<file path="src/rtl/div_arb_pkg.sv">
// Shared types and default sizes for the divider arbiter and its round-robin selector.
// The tag struct is sized from these defaults, so div_arbiter parameters must agree with them.
package div_arb_pkg;

    localparam int DEF_NUM_REQ        = 4;
    localparam int DEF_DIVINDED_WIDTH = 8;
    localparam int DEF_DIVISOR_WIDTH  = 8;
    localparam int DEF_DIV_LATENCY    = 8;
    localparam int ID_WIDTH           = $clog2(DEF_NUM_REQ);

    typedef enum logic {
        REQ_IDLE    = 1'b0,
        REQ_PENDING = 1'b1
    } req_state_t;

    typedef struct packed {
        logic                          valid;
        logic [ID_WIDTH-1:0]           id;
        logic                          dz;
        logic [DEF_DIVINDED_WIDTH-1:0] dividend;
    } tag_t;

endpackage

</file>
<file path="src/rtl/rr_arbiter.sv">
// Round-robin selector: one-hot grant among requesting lines, searching from one above
// the last accepted index; the pointer only moves when the grant is actually accepted.
module rr_arbiter #(
    parameter int NUM_REQ = 4
) (
    input  logic               clk,
    input  logic               rst_n,
    input  logic [NUM_REQ-1:0] req,
    input  logic               accept,
    output logic [NUM_REQ-1:0] grant
);

    localparam int PTR_WIDTH = (NUM_REQ > 1) ? $clog2(NUM_REQ) : 1;

    logic [PTR_WIDTH-1:0] last;
    logic [PTR_WIDTH-1:0] winner;
    logic [PTR_WIDTH-1:0] cand;

    always_comb begin
        grant  = '0;
        winner = last;
        cand   = '0;
        for (int k = 1; k <= NUM_REQ; k++) begin
            cand = PTR_WIDTH'((int'(last) + k) % NUM_REQ);
            if (grant == '0 && req[cand]) begin
                grant[cand] = 1'b1;
                winner      = cand;
            end
        end
    end

    // Reset pointer to the top index so index 0 has first priority.
    always_ff @(posedge clk or negedge rst_n) begin
        if (!rst_n) begin
            last <= PTR_WIDTH'(NUM_REQ - 1);
        end else if (accept) begin
            last <= winner;
        end
    end

endmodule

</file>
<file path="src/rtl/div_arbiter.sv">
// Shares one fixed-latency pipelined divider among NUM_REQ requesters, tracking each
// issue with a tag that travels alongside the divider pipeline to route results back.
module div_arbiter
    import div_arb_pkg::*;
#(
    parameter int NUM_REQ        = DEF_NUM_REQ,
    parameter int DIVINDED_WIDTH = DEF_DIVINDED_WIDTH,
    parameter int DIVISOR_WIDTH  = DEF_DIVISOR_WIDTH,
    parameter int DIV_LATENCY    = DEF_DIV_LATENCY
) (
    input  logic                                    clk_i,
    input  logic                                    rst_n_i,
    input  logic [NUM_REQ-1:0]                      req_valid_i,
    output logic [NUM_REQ-1:0]                      req_ready_o,
    input  logic [NUM_REQ-1:0][DIVINDED_WIDTH-1:0]  req_divinded_i,
    input  logic [NUM_REQ-1:0][DIVISOR_WIDTH-1:0]   req_divisor_i,
    output logic [NUM_REQ-1:0]                      rsp_valid_o,
    output logic [DIVINDED_WIDTH-1:0]               rsp_quotient_o,
    output logic [DIVISOR_WIDTH-1:0]                rsp_reminder_o,
    output logic                                    div_valid_o,
    output logic [DIVINDED_WIDTH-1:0]               div_divinded_o,
    output logic [DIVISOR_WIDTH-1:0]                div_divisor_o,
    input  logic                                    div_valid_i,
    input  logic [DIVINDED_WIDTH-1:0]               div_quotient_i,
    input  logic [DIVISOR_WIDTH-1:0]                div_reminder_i,
    output logic                                    error_o
);

    req_state_t          state      [NUM_REQ];
    req_state_t          state_next [NUM_REQ];
    logic [NUM_REQ-1:0]  idle;
    logic [NUM_REQ-1:0]  eligible;
    logic [NUM_REQ-1:0]  grant;
    logic [NUM_REQ-1:0]  done;
    logic                accept;
    logic [ID_WIDTH-1:0] grant_id;
    logic [ID_WIDTH-1:0] issue_id;
    logic                issue_dz;
    tag_t                pipe [DIV_LATENCY];
    tag_t                head;
    logic                rsp_ok;
    logic                spurious;

    assign eligible    = req_valid_i & idle;
    assign req_ready_o = grant;
    assign accept      = |grant;

    rr_arbiter #(
        .NUM_REQ (NUM_REQ)
    ) u_rr (
        .clk    (clk_i),
        .rst_n  (rst_n_i),
        .req    (eligible),
        .accept (accept),
        .grant  (grant)
    );

    always_comb begin
        grant_id = '0;
        for (int i = 0; i < NUM_REQ; i++) begin
            if (grant[i]) begin
                grant_id = ID_WIDTH'(i);
            end
        end
    end

    always_ff @(posedge clk_i or negedge rst_n_i) begin
        if (!rst_n_i) begin
            for (int i = 0; i < NUM_REQ; i++) begin
                state[i] <= REQ_IDLE;
            end
        end else begin
            for (int i = 0; i < NUM_REQ; i++) begin
                state[i] <= state_next[i];
            end
        end
    end

    always_comb begin
        for (int i = 0; i < NUM_REQ; i++) begin
            state_next[i] = state[i];
            case (state[i])
                REQ_IDLE:    if (grant[i]) state_next[i] = REQ_PENDING;
                REQ_PENDING: if (done[i])  state_next[i] = REQ_IDLE;
                default:     state_next[i] = REQ_IDLE;
            endcase
        end
    end

    always_comb begin
        for (int i = 0; i < NUM_REQ; i++) begin
            idle[i] = (state[i] == REQ_IDLE);
            done[i] = rsp_ok && (head.id == ID_WIDTH'(i));
        end
    end

    always_ff @(posedge clk_i or negedge rst_n_i) begin
        if (!rst_n_i) begin
            div_valid_o    <= 1'b0;
            div_divinded_o <= '0;
            div_divisor_o  <= '0;
            issue_id       <= '0;
            issue_dz       <= 1'b0;
        end else begin
            div_valid_o <= accept;
            if (accept) begin
                div_divinded_o <= req_divinded_i[grant_id];
                div_divisor_o  <= req_divisor_i[grant_id];
                issue_id       <= grant_id;
                issue_dz       <= (req_divisor_i[grant_id] == '0);
            end
        end
    end

    // Tag enters as the divider samples its operands, so the head lines up with div_valid_i.
    always_ff @(posedge clk_i or negedge rst_n_i) begin
        if (!rst_n_i) begin
            for (int k = 0; k < DIV_LATENCY; k++) begin
                pipe[k] <= '0;
            end
        end else begin
            pipe[0] <= '{valid: div_valid_o, id: issue_id, dz: issue_dz, dividend: div_divinded_o};
            for (int k = 1; k < DIV_LATENCY; k++) begin
                pipe[k] <= pipe[k-1];
            end
        end
    end

    assign head     = pipe[DIV_LATENCY-1];
    assign rsp_ok   = div_valid_i & head.valid;
    assign spurious = div_valid_i ^ head.valid;

    always_ff @(posedge clk_i or negedge rst_n_i) begin
        if (!rst_n_i) begin
            rsp_valid_o    <= '0;
            rsp_quotient_o <= '0;
            rsp_reminder_o <= '0;
            error_o        <= 1'b0;
        end else begin
            rsp_valid_o <= '0;
            if (rsp_ok) begin
                rsp_valid_o[head.id] <= 1'b1;
                rsp_quotient_o       <= head.dz ? '1 : div_quotient_i;
                rsp_reminder_o       <= head.dz ? head.dividend[DIVISOR_WIDTH-1:0] : div_reminder_i;
            end
            if (spurious) begin
                error_o <= 1'b1;
            end
        end
    end

endmodule

</file>
<file path="config.mk">
export PLATFORM = sky130hd
export DESIGN_NAME = div_arbiter
export DESIGN_NICKNAME = d
export VERILOG_FILES = /design/src/rtl/div_arb_pkg.sv /design/src/rtl/rr_arbiter.sv /design/src/rtl/div_arbiter.sv
export SDC_FILE = /design/constraint.sdc
export NUM_CORES = 1
export LEC_CHECK = 0
export ABC_CLOCK_PERIOD_IN_PS = 10290
export CORE_UTILIZATION = 50
export CTS_CLUSTER_SIZE = 12
export DETAILED_ROUTE_END_ITERATION = 7
export GPL_ROUTABILITY_DRIVEN = 0
export HOLD_SLACK_MARGIN = 0.06
export PLACE_DENSITY = 0.79
export SLEW_MARGIN = 0
export SYNTH_ARGS = -nofsm -noshare
export SYNTH_HDL_FRONTEND = slang
export SYNTH_SLANG_ARGS = --single-unit
</file>
<file path="constraint.sdc">
create_clock -name clk_i -period 10.29 [get_ports clk_i]
set_input_delay 2.058 -clock clk_i [delete_from_list [all_inputs] [get_ports clk_i]]
set_output_delay 2.058 -clock clk_i [all_outputs]
set_load 0.1 [all_outputs]
</file>
==> impl_metrics.env <==
export IMPL_wl_per_cell_microns=16.9
export IMPL_htree_levels=4
export IMPL_dieArea_sq_um=11000
export IMPL_rsz0062_at_grt="false"
export IMPL_drc_errors=0
export IMPL_whs_path_depth=0
export IMPL_grt_overflow=0
export IMPL_ys_async_sr_fraction=1.00
export IMPL_r2r_setup_slack_ps=5860
export IMPL_synth_enable_flop_cells=0
export IMPL_ant_nets=0
export IMPL_yosysTopAreaCell="dfrtp_1"
export IMPL_clock_path_buffers=2
export IMPL_relSlewSlack=0.336
export IMPL_portBuffers=128
export IMPL_synth_top_family_by_area="compound AO/OA/AOI/OAI gates"
export IMPL_first_pass_iters=6
export IMPL_grt_pass1_wl_microns=19100
export IMPL_crit_end="req_ready_o[2]"
export IMPL_netlist_cell_type_count=62
export IMPL_cp_start_kind="primary input"
export IMPL_cts_setup_buffers=0
export IMPL_grt_max_degree=78
export IMPL_synth_area_leaders="dfrtp_1, mux2i_1, nand2_1, nor2_1, ha_1"
export IMPL_grt_usage=0.228
export IMPL_final_nets=625
export IMPL_clock_root_buffer="clkbuf_8"
export IMPL_wl_microns=11500
export IMPL_clk_latency_ps=500
export IMPL_period_needed_ps=8000
export IMPL_hold_viol=0
export IMPL_antenna_found_initial=0
export IMPL_synth_top_area_frac=0.667
export IMPL_setup_tns_ps=0
export IMPL_num_antenna_cells=0
export IMPL_num_vias=3673
export IMPL_syn_area_sq_um=5290
export IMPL_seq_area_frac_synth=0.677
export IMPL_finalSetupViolCount=0
export IMPL_viasPerCell=5.41
export IMPL_reg2reg_from="u_rr.last[0]"
export IMPL_post_cts_resized=0
export IMPL_skew_ps=6.96
export IMPL_synth_fa_ha_area_frac=0.0189
export IMPL_cts_sinks=143
export IMPL_first_iter_violations=348
export IMPL_cts_made_buffers=17
export IMPL_crit_path_end_kind="output pin"
export IMPL_row_count=37
export IMPL_hold_buffers=0
export IMPL_tightest_slew_ps=993
export IMPL_core_area_sq_um=10300
export IMPL_clock_fmax_ghz=0.125
export IMPL_dpl_hpwl_microns=7730
export IMPL_area_growth_syn_to_layout_pct=37.2
export IMPL_hold_path_class="reg2reg"
export IMPL_slew_viol_final=0
export IMPL_maxCapViolations=0
export IMPL_io_pins=129
export IMPL_crit_fanout=18
export IMPL_fin_crit_sh=0.777
export IMPL_grt_pass1_vias=3863
export IMPL_synth_avg_cell_area_sq_um=13.3
export IMPL_synth_mux_area_frac=0.0549
export IMPL_crit_path_start="req_valid_i[0]"
export IMPL_yosys_most_used_dff="dfrtp_1"
export IMPL_path_clk_slew_ps=60
export IMPL_reg2regPathDepth=12
export IMPL_ys_warn_count=0
export IMPL_synthSimpleGateAreaFrac=0.108
export IMPL_start_util=0.514
export IMPL_cp_data_arrival_time_ps=5940
export IMPL_worstSetupPathType="in2out"
export IMPL_fp_dieW_microns=105
export IMPL_outcome="complete, no violations"
export IMPL_timing_rr_end="issue_dz"
export IMPL_cts_tree="built"
export IMPL_die_h_microns=105
export IMPL_worstPathRequired_ps=8230
export IMPL_layout_drive_gt1_share=0.109
export IMPL_ys_seq_elements=143
export IMPL_synth_compound_area_frac=0.116
export IMPL_synthXorXnorAreaFrac=0.00166
export IMPL_synthesis_instances=397
export IMPL_syn_nets=492
==> cell type report <==
cell class,count,area (sq um)
inverters,11,48.8
repair buffers,130,1300
fillers,697,3030
flip-flops and latches,143,3580
clock buffers,18,428
clock inverters,14,143
well taps,136,170
multi-input cells,227,1580
==> worst min path at each step <==
stage                         from        to
final                     pipe[14]   head[2]
after global routing      pipe[58]  pipe[46]
after CTS                 pipe[35]  pipe[23]
after detailed placement  pipe[44]  pipe[32]
after global placement    pipe[17]   head[5]
after floorplan           pipe[12]   head[0]
==> per-stage QoR <==
step | utilization | setup slack [ps] | std cells | hold slack (ps) | area (sq um)
2_1_floorplan | - | 3540 | 397 | 331 | 5290
3_3_place_gp | 0.650 | 2480 | 647 | 331 | 6680
3_5_place_dp | 0.650 | 2380 | 647 | 335 | 6680
4_1_cts | 0.706 | 2350 | 679 | 347 | 7250
5_1_grt | 0.706 | 2150 | 679 | 352 | 7250
6_report | 0.706 | 2290 | 679 | 345 | 7250
==> Yosys cell counts (all sizes together), types with 2 or more instances <==
cell type,count
o41ai,2
a31oi,8
o211ai,7
o21ai,6
mux2,3
o221ai,2
ha,8
mux2i,14
o2bb2ai,4
a221o,4
nor2,35
nand2,36
or2,3
inv,10
a221oi,7
mux4,5
a21oi,19
clkbuf,9
buf,7
dfstp,2
dfrtp,141
nand4,4
nor2b,4
and3,4
o21a,3
and2,4
nand3,7
nand2b,5
a21o,2
nor3,8
o22a,8
==> flip-flops by register name (all words and copies together) (netlist names) <==
signal and count:
head 12, div_valid_o 1, div_divisor_o 8, u_rr.last 2
rsp_quotient_o 8, issue_id 2, pipe 84, issue_dz 1
error_o 1, state 4, rsp_reminder_o 8, rsp_valid_o 4
div_divinded_o 8
==> worst max-delay path: stages <==
cell and delay [ps]:
clkdlybuf4s50_1 480, nand2b_1 80, mux4_2 570, o21a_1 270, and3_1 220, a311oi_1 310, or2_1 580, inv_2 310
clkdlybuf4s50_1 1050
==> logic make-up after synthesis <==
family | count (synthesis)
AO/OA/AOI/OAI | 80
XOR/XNOR | 1
AND/OR/NAND/NOR | 116
adder cells (fa/ha/maj) | 8
multiplexers | 22
buffers and inverters | 27
flip-flops | 143
==> layer usage <==
metal	part of all wire	global-route usage	up-vias	wire length, microns
li1	-	-	1686	-
met5	0	0	-	0
met2	0.51	0.390	219	5890
met4	0.011	0.0825	0	125
met3	0.079	0.0574	16	906
met1	0.40	0.282	1752	4590
==> cells in the final DEF (no fill, tap or decap), types with 7 or more instances in the layout <==
| master | synthesis | routed |
|---|---|---|
| a31oi_1 | 8 | 8 |
| nor3_1 | 7 | 7 |
| a21oi_1 | 19 | 19 |
| ha_1 | 8 | 8 |
| clkdlybuf4s50_1 | 0 | 127 |
| clkbuf_16 | 0 | 16 |
| dfrtp_1 | 141 | 141 |
| nor2_1 | 34 | 34 |
| o22a_1 | 8 | 8 |
| nand3_1 | 7 | 7 |
| nand2_1 | 36 | 36 |
| mux2i_1 | 14 | 14 |
Power is left out: the tool's default activity adds up to more than one toggle a clock period on the data nets, which glitch-free logic cannot reach.
